$ cat src/rtl/addsub_seq.sv
// Multi-cycle WIDTH-bit adder/subtractor: CHUNK bits per clock, LSB chunk first,
// with the carry held in a register between chunks. start/busy/done handshake.
module addsub_seq #(
    parameter int unsigned WIDTH = 32,
    parameter int unsigned CHUNK = 8
) (
    input  logic             clk,
    input  logic             rst_n,
    input  logic             start_i,
    input  logic [WIDTH-1:0] a_i,
    input  logic [WIDTH-1:0] b_i,
    input  logic             a_ns_i,
    output logic             busy_o,
    output logic             done_o,
    output logic [WIDTH-1:0] s_o,
    output logic             cout_o,
    output logic             ovf_o
);

    localparam int unsigned NCH = WIDTH / CHUNK;
    localparam int unsigned KW  = (NCH > 1) ? $clog2(NCH) : 1;
    localparam logic [KW-1:0] KLAST = KW'(NCH - 1);

    localparam logic [0:0] ST_IDLE = 1'b0;
    localparam logic [0:0] ST_RUN  = 1'b1;

    generate
        if (WIDTH < 1 || CHUNK < 1 || CHUNK > WIDTH || (WIDTH % CHUNK) != 0) begin : g_bad_param
            $error("addsub_seq: WIDTH must be a positive multiple of CHUNK");
        end
    endgenerate

    logic [0:0]       state_q, state_d;
    logic [WIDTH-1:0] a_q, a_d;
    logic [WIDTH-1:0] b_q, b_d;
    logic             mode_q, mode_d;
    logic             carry_q, carry_d;
    logic [KW-1:0]    k_q, k_d;
    logic [WIDTH-1:0] part_q, part_d;
    logic [WIDTH-1:0] s_q, s_d;
    logic             cout_q, cout_d;
    logic             ovf_q, ovf_d;
    logic             done_q, done_d;

    logic [31:0]      base;
    logic [CHUNK-1:0] a_k, b_k, sum_k;
    logic             c_out_k, c_msb_k;
    logic [WIDTH-1:0] merged;

    // Current chunk slice and its sum; subtract feeds ~b with cin=1 from IDLE.
    always_comb begin
        base               = 32'(k_q) * CHUNK;
        a_k                = CHUNK'(a_q >> base);
        b_k                = mode_q ? CHUNK'(b_q >> base) : ~CHUNK'(b_q >> base);
        {c_out_k, sum_k}   = {1'b0, a_k} + {1'b0, b_k} + {{CHUNK{1'b0}}, carry_q};
        // Carry into the top bit of this chunk, recovered from its sum bit.
        c_msb_k            = a_k[CHUNK-1] ^ b_k[CHUNK-1] ^ sum_k[CHUNK-1];
        merged             = (part_q & ~(WIDTH'({CHUNK{1'b1}}) << base))
                           | (WIDTH'(sum_k) << base);
    end

    // Next-state logic for the IDLE/RUN sequencer and the datapath registers.
    always_comb begin
        state_d = state_q;
        a_d     = a_q;
        b_d     = b_q;
        mode_d  = mode_q;
        carry_d = carry_q;
        k_d     = k_q;
        part_d  = part_q;
        s_d     = s_q;
        cout_d  = cout_q;
        ovf_d   = ovf_q;
        done_d  = 1'b0;
        case (state_q)
            ST_IDLE: begin
                if (start_i) begin
                    a_d     = a_i;
                    b_d     = b_i;
                    mode_d  = a_ns_i;
                    carry_d = ~a_ns_i;
                    k_d     = '0;
                    state_d = ST_RUN;
                end
            end
            default: begin
                part_d  = merged;
                carry_d = c_out_k;
                k_d     = k_q + 1'b1;
                if (k_q == KLAST) begin
                    s_d     = merged;
                    cout_d  = c_out_k;
                    ovf_d   = c_msb_k ^ c_out_k;
                    done_d  = 1'b1;
                    k_d     = '0;
                    state_d = ST_IDLE;
                end
            end
        endcase
    end

    // State registers; an asynchronous reset abandons any operation in flight.
    always_ff @(posedge clk or negedge rst_n) begin
        if (!rst_n) begin
            state_q <= ST_IDLE;
            a_q     <= '0;
            b_q     <= '0;
            mode_q  <= 1'b0;
            carry_q <= 1'b0;
            k_q     <= '0;
            part_q  <= '0;
            s_q     <= '0;
            cout_q  <= 1'b0;
            ovf_q   <= 1'b0;
            done_q  <= 1'b0;
        end else begin
            state_q <= state_d;
            a_q     <= a_d;
            b_q     <= b_d;
            mode_q  <= mode_d;
            carry_q <= carry_d;
            k_q     <= k_d;
            part_q  <= part_d;
            s_q     <= s_d;
            cout_q  <= cout_d;
            ovf_q   <= ovf_d;
            done_q  <= done_d;
        end
    end

    assign busy_o = (state_q == ST_RUN);
    assign done_o = done_q;
    assign s_o    = s_q;
    assign cout_o = cout_q;
    assign ovf_o  = ovf_q;

endmodule

$ cat config.mk
export PLATFORM = sky130hd
export DESIGN_NAME = addsub_seq
export DESIGN_NICKNAME = d
export VERILOG_FILES = /design/src/rtl/addsub_seq.sv
export SDC_FILE = /design/constraint.sdc
export NUM_CORES = 1
export LEC_CHECK = 0
export CAP_MARGIN = 25
export CORE_ASPECT_RATIO = 1.75
export CORE_MARGIN = 2
export CORE_UTILIZATION = 45
export CTS_CLUSTER_SIZE = 8
export DETAILED_ROUTE_END_ITERATION = 6
export GPL_ROUTABILITY_DRIVEN = 0
export GPL_TIMING_DRIVEN = 0
export MAX_ROUTING_LAYER = met4
export PLACE_DENSITY = 0.73
export SLEW_MARGIN = 5
export SYNTH_ARGS = -nofsm -noshare
export SYNTH_HDL_FRONTEND = slang
export SYNTH_SLANG_ARGS = --single-unit
$ cat constraint.sdc
create_clock -name clk -period 4.1 [get_ports clk]
set_clock_uncertainty 0.15 [all_clocks]
set_input_delay 0.82 -clock clk [delete_from_list [all_inputs] [get_ports clk]]
set_output_delay 0.82 -clock clk [all_outputs]
set_load 0.005 [all_outputs]
==> impl_metrics.xml <==
<?xml version="1.0" encoding="UTF-8"?>
<metrics>
  <group name="timing">
    <metric name="setup_violations" unit="">0</metric>
    <metric name="maxSlewViolCount" unit="">0</metric>
    <metric name="worst_slew_margin_rel" unit="%">55.5</metric>
    <metric name="rsz0062_at_grt" unit="">no</metric>
    <metric name="hold_viol" unit="">0</metric>
    <metric name="final_period_minus_worst_setup_slack" unit="ns">3.83</metric>
    <metric name="period_share" unit="%">93.5</metric>
    <metric name="final.setup.tns" unit="ns">0</metric>
    <metric name="holdWs" unit="ns">0.227</metric>
    <metric name="achievable-frequency" unit="GHz">0.261</metric>
    <metric name="worst_pin_slew" unit="ns">0.667</metric>
  </group>
  <group name="drt">
    <metric name="detail_route.drc_violations" unit="">0</metric>
    <metric name="number_of_nets_still_failing_antenna_checks_after_routing" unit="">0</metric>
    <metric name="num_vias" unit="">4232</metric>
    <metric name="detail_route.first_pass.iterations" unit="">7</metric>
    <metric name="avgViaCountPerCell" unit="">5.47</metric>
    <metric name="finalWirelength" unit="um">14600</metric>
    <metric name="drt-wirelength-per-cell" unit="um">18.9</metric>
    <metric name="detail_route.iter0.violations" unit="">230</metric>
  </group>
  <group name="layout">
    <metric name="layout-area-overhead-vs-synth" unit="%">31.5</metric>
    <metric name="post-route-util" unit="%">60.2</metric>
    <metric name="drive_above_1_share" unit="%">23.7</metric>
    <metric name="stdcell_area" unit="um^2">7750</metric>
    <metric name="inserted_diodes" unit="">0</metric>
    <metric name="layout.nets" unit="">671</metric>
    <metric name="layout.filler_cells" unit="">1069</metric>
  </group>
  <group name="outcome">
    <metric name="run_status" unit="">complete, no violations</metric>
  </group>
  <group name="worst_setup_path">
    <metric name="path_class" unit="">register to register</metric>
    <metric name="path_max_fanout" unit="">8</metric>
    <metric name="reg2reg_slack" unit="ns">0.27</metric>
    <metric name="arrival" unit="ns">3.95</metric>
    <metric name="cp.required" unit="ns">4.22</metric>
    <metric name="endpoint_kind" unit="">register</metric>
    <metric name="crit_path_start_kind" unit="">register</metric>
  </group>
  <group name="die">
    <metric name="start_util" unit="%">45.8</metric>
    <metric name="row_count" unit="">55</metric>
    <metric name="dieArea" unit="um^2">14100</metric>
    <metric name="floorplan.die.height" unit="um">155</metric>
    <metric name="core-area" unit="um^2">12900</metric>
    <metric name="die-width" unit="um">90.5</metric>
    <metric name="i_o_pins" unit="">104</metric>
  </group>
  <group name="logic_synthesis">
    <metric name="area_fraction_of_the_dominant_cell_type_after_synthesis" unit="%">54.4</metric>
    <metric name="synth-seq-area-share" unit="%">54.4</metric>
    <metric name="syn_nets" unit="">548</metric>
    <metric name="post_synth_main_area_contributors" unit="">sky130_fd_sc_hd__dfrtp_1 54%, sky130_fd_sc_hd__mux2_2 12%, sky130_fd_sc_hd__mux4_2 6.1%, sky130_fd_sc_hd__nand2_1 3.2%, sky130_fd_sc_hd__ha_1 2.3%</metric>
    <metric name="synth_simple_gate_area_share" unit="%">7.71</metric>
    <metric name="syn-mean-instance-area" unit="um^2">12.6</metric>
    <metric name="main_combinational_cell_family_by_area_after_synthesis" unit="">multiplexers</metric>
    <metric name="post_synth_xor_area_fraction" unit="%">2.38</metric>
    <metric name="synthAdderAreaFrac" unit="%">3.02</metric>
    <metric name="compound_gate_portion_of_the_synthesized_area" unit="%">11.0</metric>
    <metric name="post_synth_num_cell_types" unit="">49</metric>
    <metric name="synth_warnings" unit="">0</metric>
    <metric name="synth_top_cell_by_area" unit="">sky130_fd_sc_hd__dfrtp_1</metric>
    <metric name="post_synth_inst_count" unit="">467</metric>
    <metric name="asyncSetResetFlopFracSynth" unit="%">100</metric>
    <metric name="synth-main-ff-cell" unit="">sky130_fd_sc_hd__dfrtp_1</metric>
    <metric name="synth_edf_count" unit="">0</metric>
    <metric name="ys_ff_latch" unit="">128</metric>
    <metric name="synth.mux.area_fraction" unit="%">18.7</metric>
    <metric name="synthesis.area" unit="um^2">5890</metric>
  </group>
  <group name="cts">
    <metric name="cts.repair_timing.setup_buffer_count" unit="">0</metric>
    <metric name="max-clock-path-buffers" unit="">2</metric>
    <metric name="cts_hold_buffers" unit="">0</metric>
    <metric name="post_cts.resized_instances" unit="">0</metric>
    <metric name="clock-root-buffer" unit="">sky130_fd_sc_hd__clkbuf_16</metric>
    <metric name="cts.sinks" unit="">128</metric>
    <metric name="cts_made_buffers" unit="">17</metric>
    <metric name="cts-htree-levels" unit="">4</metric>
    <metric name="cts_tree" unit="">yes</metric>
    <metric name="clk_pin_slew" unit="ns">0.06</metric>
    <metric name="clk-insertion-delay-late" unit="ns">0.41</metric>
  </group>
  <group name="grt">
    <metric name="grt_util_all_layers" unit="%">22.2</metric>
    <metric name="grt_pass1_vias" unit="">4526</metric>
    <metric name="grt_antenna_before_repair" unit="">0</metric>
    <metric name="grt_remaining_overflow" unit="">0</metric>
    <metric name="pin_count_of_the_biggest_net_entering_global_routing" unit="">71</metric>
    <metric name="grt_pass1_wl" unit="um">22900</metric>
  </group>
  <group name="placement">
    <metric name="hpwlAfterDp" unit="um">10700</metric>
    <metric name="port-buffer-count" unit="">103</metric>
    <metric name="dpl-instance-area" unit="um^2">7160</metric>
  </group>
  <group name="worst_hold_path">
    <metric name="tightest_hold_check_type" unit="">input port to async pin</metric>
  </group>
  <group name="job">
    <metric name="timing.max_cap.violations" unit="">0</metric>
  </group>
</metrics>
-- path summary, 6_finish.rpt --
kind | depth (start not counted) | from | to
max in group asynchronous | 2 | rst_n | b_q[30]
hold reg to reg | 2 | s_o[17] | s_o[17]
min in group clk | 2 | s_o[17] | s_o[17]
setup reg to reg | 10 | k_q[0] | part_q[22]
setup / recovery | 10 | k_q[0] | part_q[22]
hold / removal | 1 | rst_n | s_o[13]
-- cell type report --
type / count / area (um^2) / share of cell area, %
Sequential cell: 128 / 3200 / 41.3
Multi-Input combinational cell: 300 / 2520 / 32.5
Timing Repair Buffer: 104 / 1060 / 13.7
Clock buffer: 21 / 470 / 6.07
Tap cell: 171 / 214 / 2.76
Clock inverter: 11 / 113 / 1.45
Buffer: 24 / 111 / 1.44
Inverter: 15 / 57.6 / 0.743
-- synth_stat cells, types with 2 or more instances --
cell type                  instances
sky130_fd_sc_hd__ha_1             11
sky130_fd_sc_hd__o21ai_0          23
sky130_fd_sc_hd__mux4_2           16
sky130_fd_sc_hd__nor3_1            5
sky130_fd_sc_hd__nand2_1          50
sky130_fd_sc_hd__fa_1              2
sky130_fd_sc_hd__xnor2_1           9
sky130_fd_sc_hd__xor2_1            2
sky130_fd_sc_hd__nor2_2            2
sky130_fd_sc_hd__buf_4             2
sky130_fd_sc_hd__a32oi_1           3
sky130_fd_sc_hd__dfrtp_1         128
sky130_fd_sc_hd__a32o_1            6
sky130_fd_sc_hd__buf_1             3
sky130_fd_sc_hd__nor2_1           21
sky130_fd_sc_hd__and3_1            9
sky130_fd_sc_hd__buf_2             9
sky130_fd_sc_hd__a22o_1            2
sky130_fd_sc_hd__a221oi_1          6
sky130_fd_sc_hd__nand2b_1          3
sky130_fd_sc_hd__nand3_1           2
sky130_fd_sc_hd__inv_1            14
sky130_fd_sc_hd__a21oi_1          17
sky130_fd_sc_hd__o21ai_1          25
sky130_fd_sc_hd__mux2_2           65
sky130_fd_sc_hd__clkbuf_1          9
-- stage by stage --
step                std cells  setup slack [ns]
floorplan                 467             0.750
global placement          741             -2.60
detailed placement        742            0.0533
CTS                       774           0.00297
global route              774             0.145
finish                    774             0.268
-- layout by cell type (no fill, tap or decap), drive strengths merged, types with 7 or more instances in the layout --
cell / instances
nand2: 50
buf: 15
mux4: 16
clkbuf: 32
xnor2: 10
o21ai: 48
mux2: 65
clkdlybuf4s50: 102
clkinv: 7
a21oi: 19
ha: 11
a221oi: 7
nor2: 23
dfrtp: 128
and3: 9
inv: 14
-- flip-flops by register name (all words and copies together) (netlist names), 2 cells and up --
register,flops
a_q,32
b_q,32
k_q,2
part_q,24
s_o,32
-- worst max-delay path, stage by stage, from the launching register on --
cell                        delay, ns
sky130_fd_sc_hd__dfrtp_1         0.37
sky130_fd_sc_hd__buf_4           0.21
sky130_fd_sc_hd__mux4_2          0.53
sky130_fd_sc_hd__xor2_1          0.17
sky130_fd_sc_hd__fa_1            0.47
sky130_fd_sc_hd__fa_1            0.46
sky130_fd_sc_hd__nand2b_1        0.22
sky130_fd_sc_hd__a21oi_4         0.26
sky130_fd_sc_hd__a2111oi_2       0.12
sky130_fd_sc_hd__a311oi_2        0.57
sky130_fd_sc_hd__o21ai_1         0.16
-- metal layers --
layer,global-route usage (%),routed length (um),vias to the layer above
met5,-,0,-
met4,11.7,631,0
met3,4.60,564,39
met2,40.5,8280,137
met1,21.8,5120,2137
li1,-,-,1919
-- cells by family after synthesis --
family | Yosys count
adders and majority gates | 13
xor gates and xnor gates | 13
AOI/OAI and AO/OA | 94
buffers and inverters | 39
and+or+nand+nor | 98
muxes | 82
DFF | 128
Power is not shown: default switching activity piles up to over one toggle a cycle in this logic, so the estimate is an artifact.
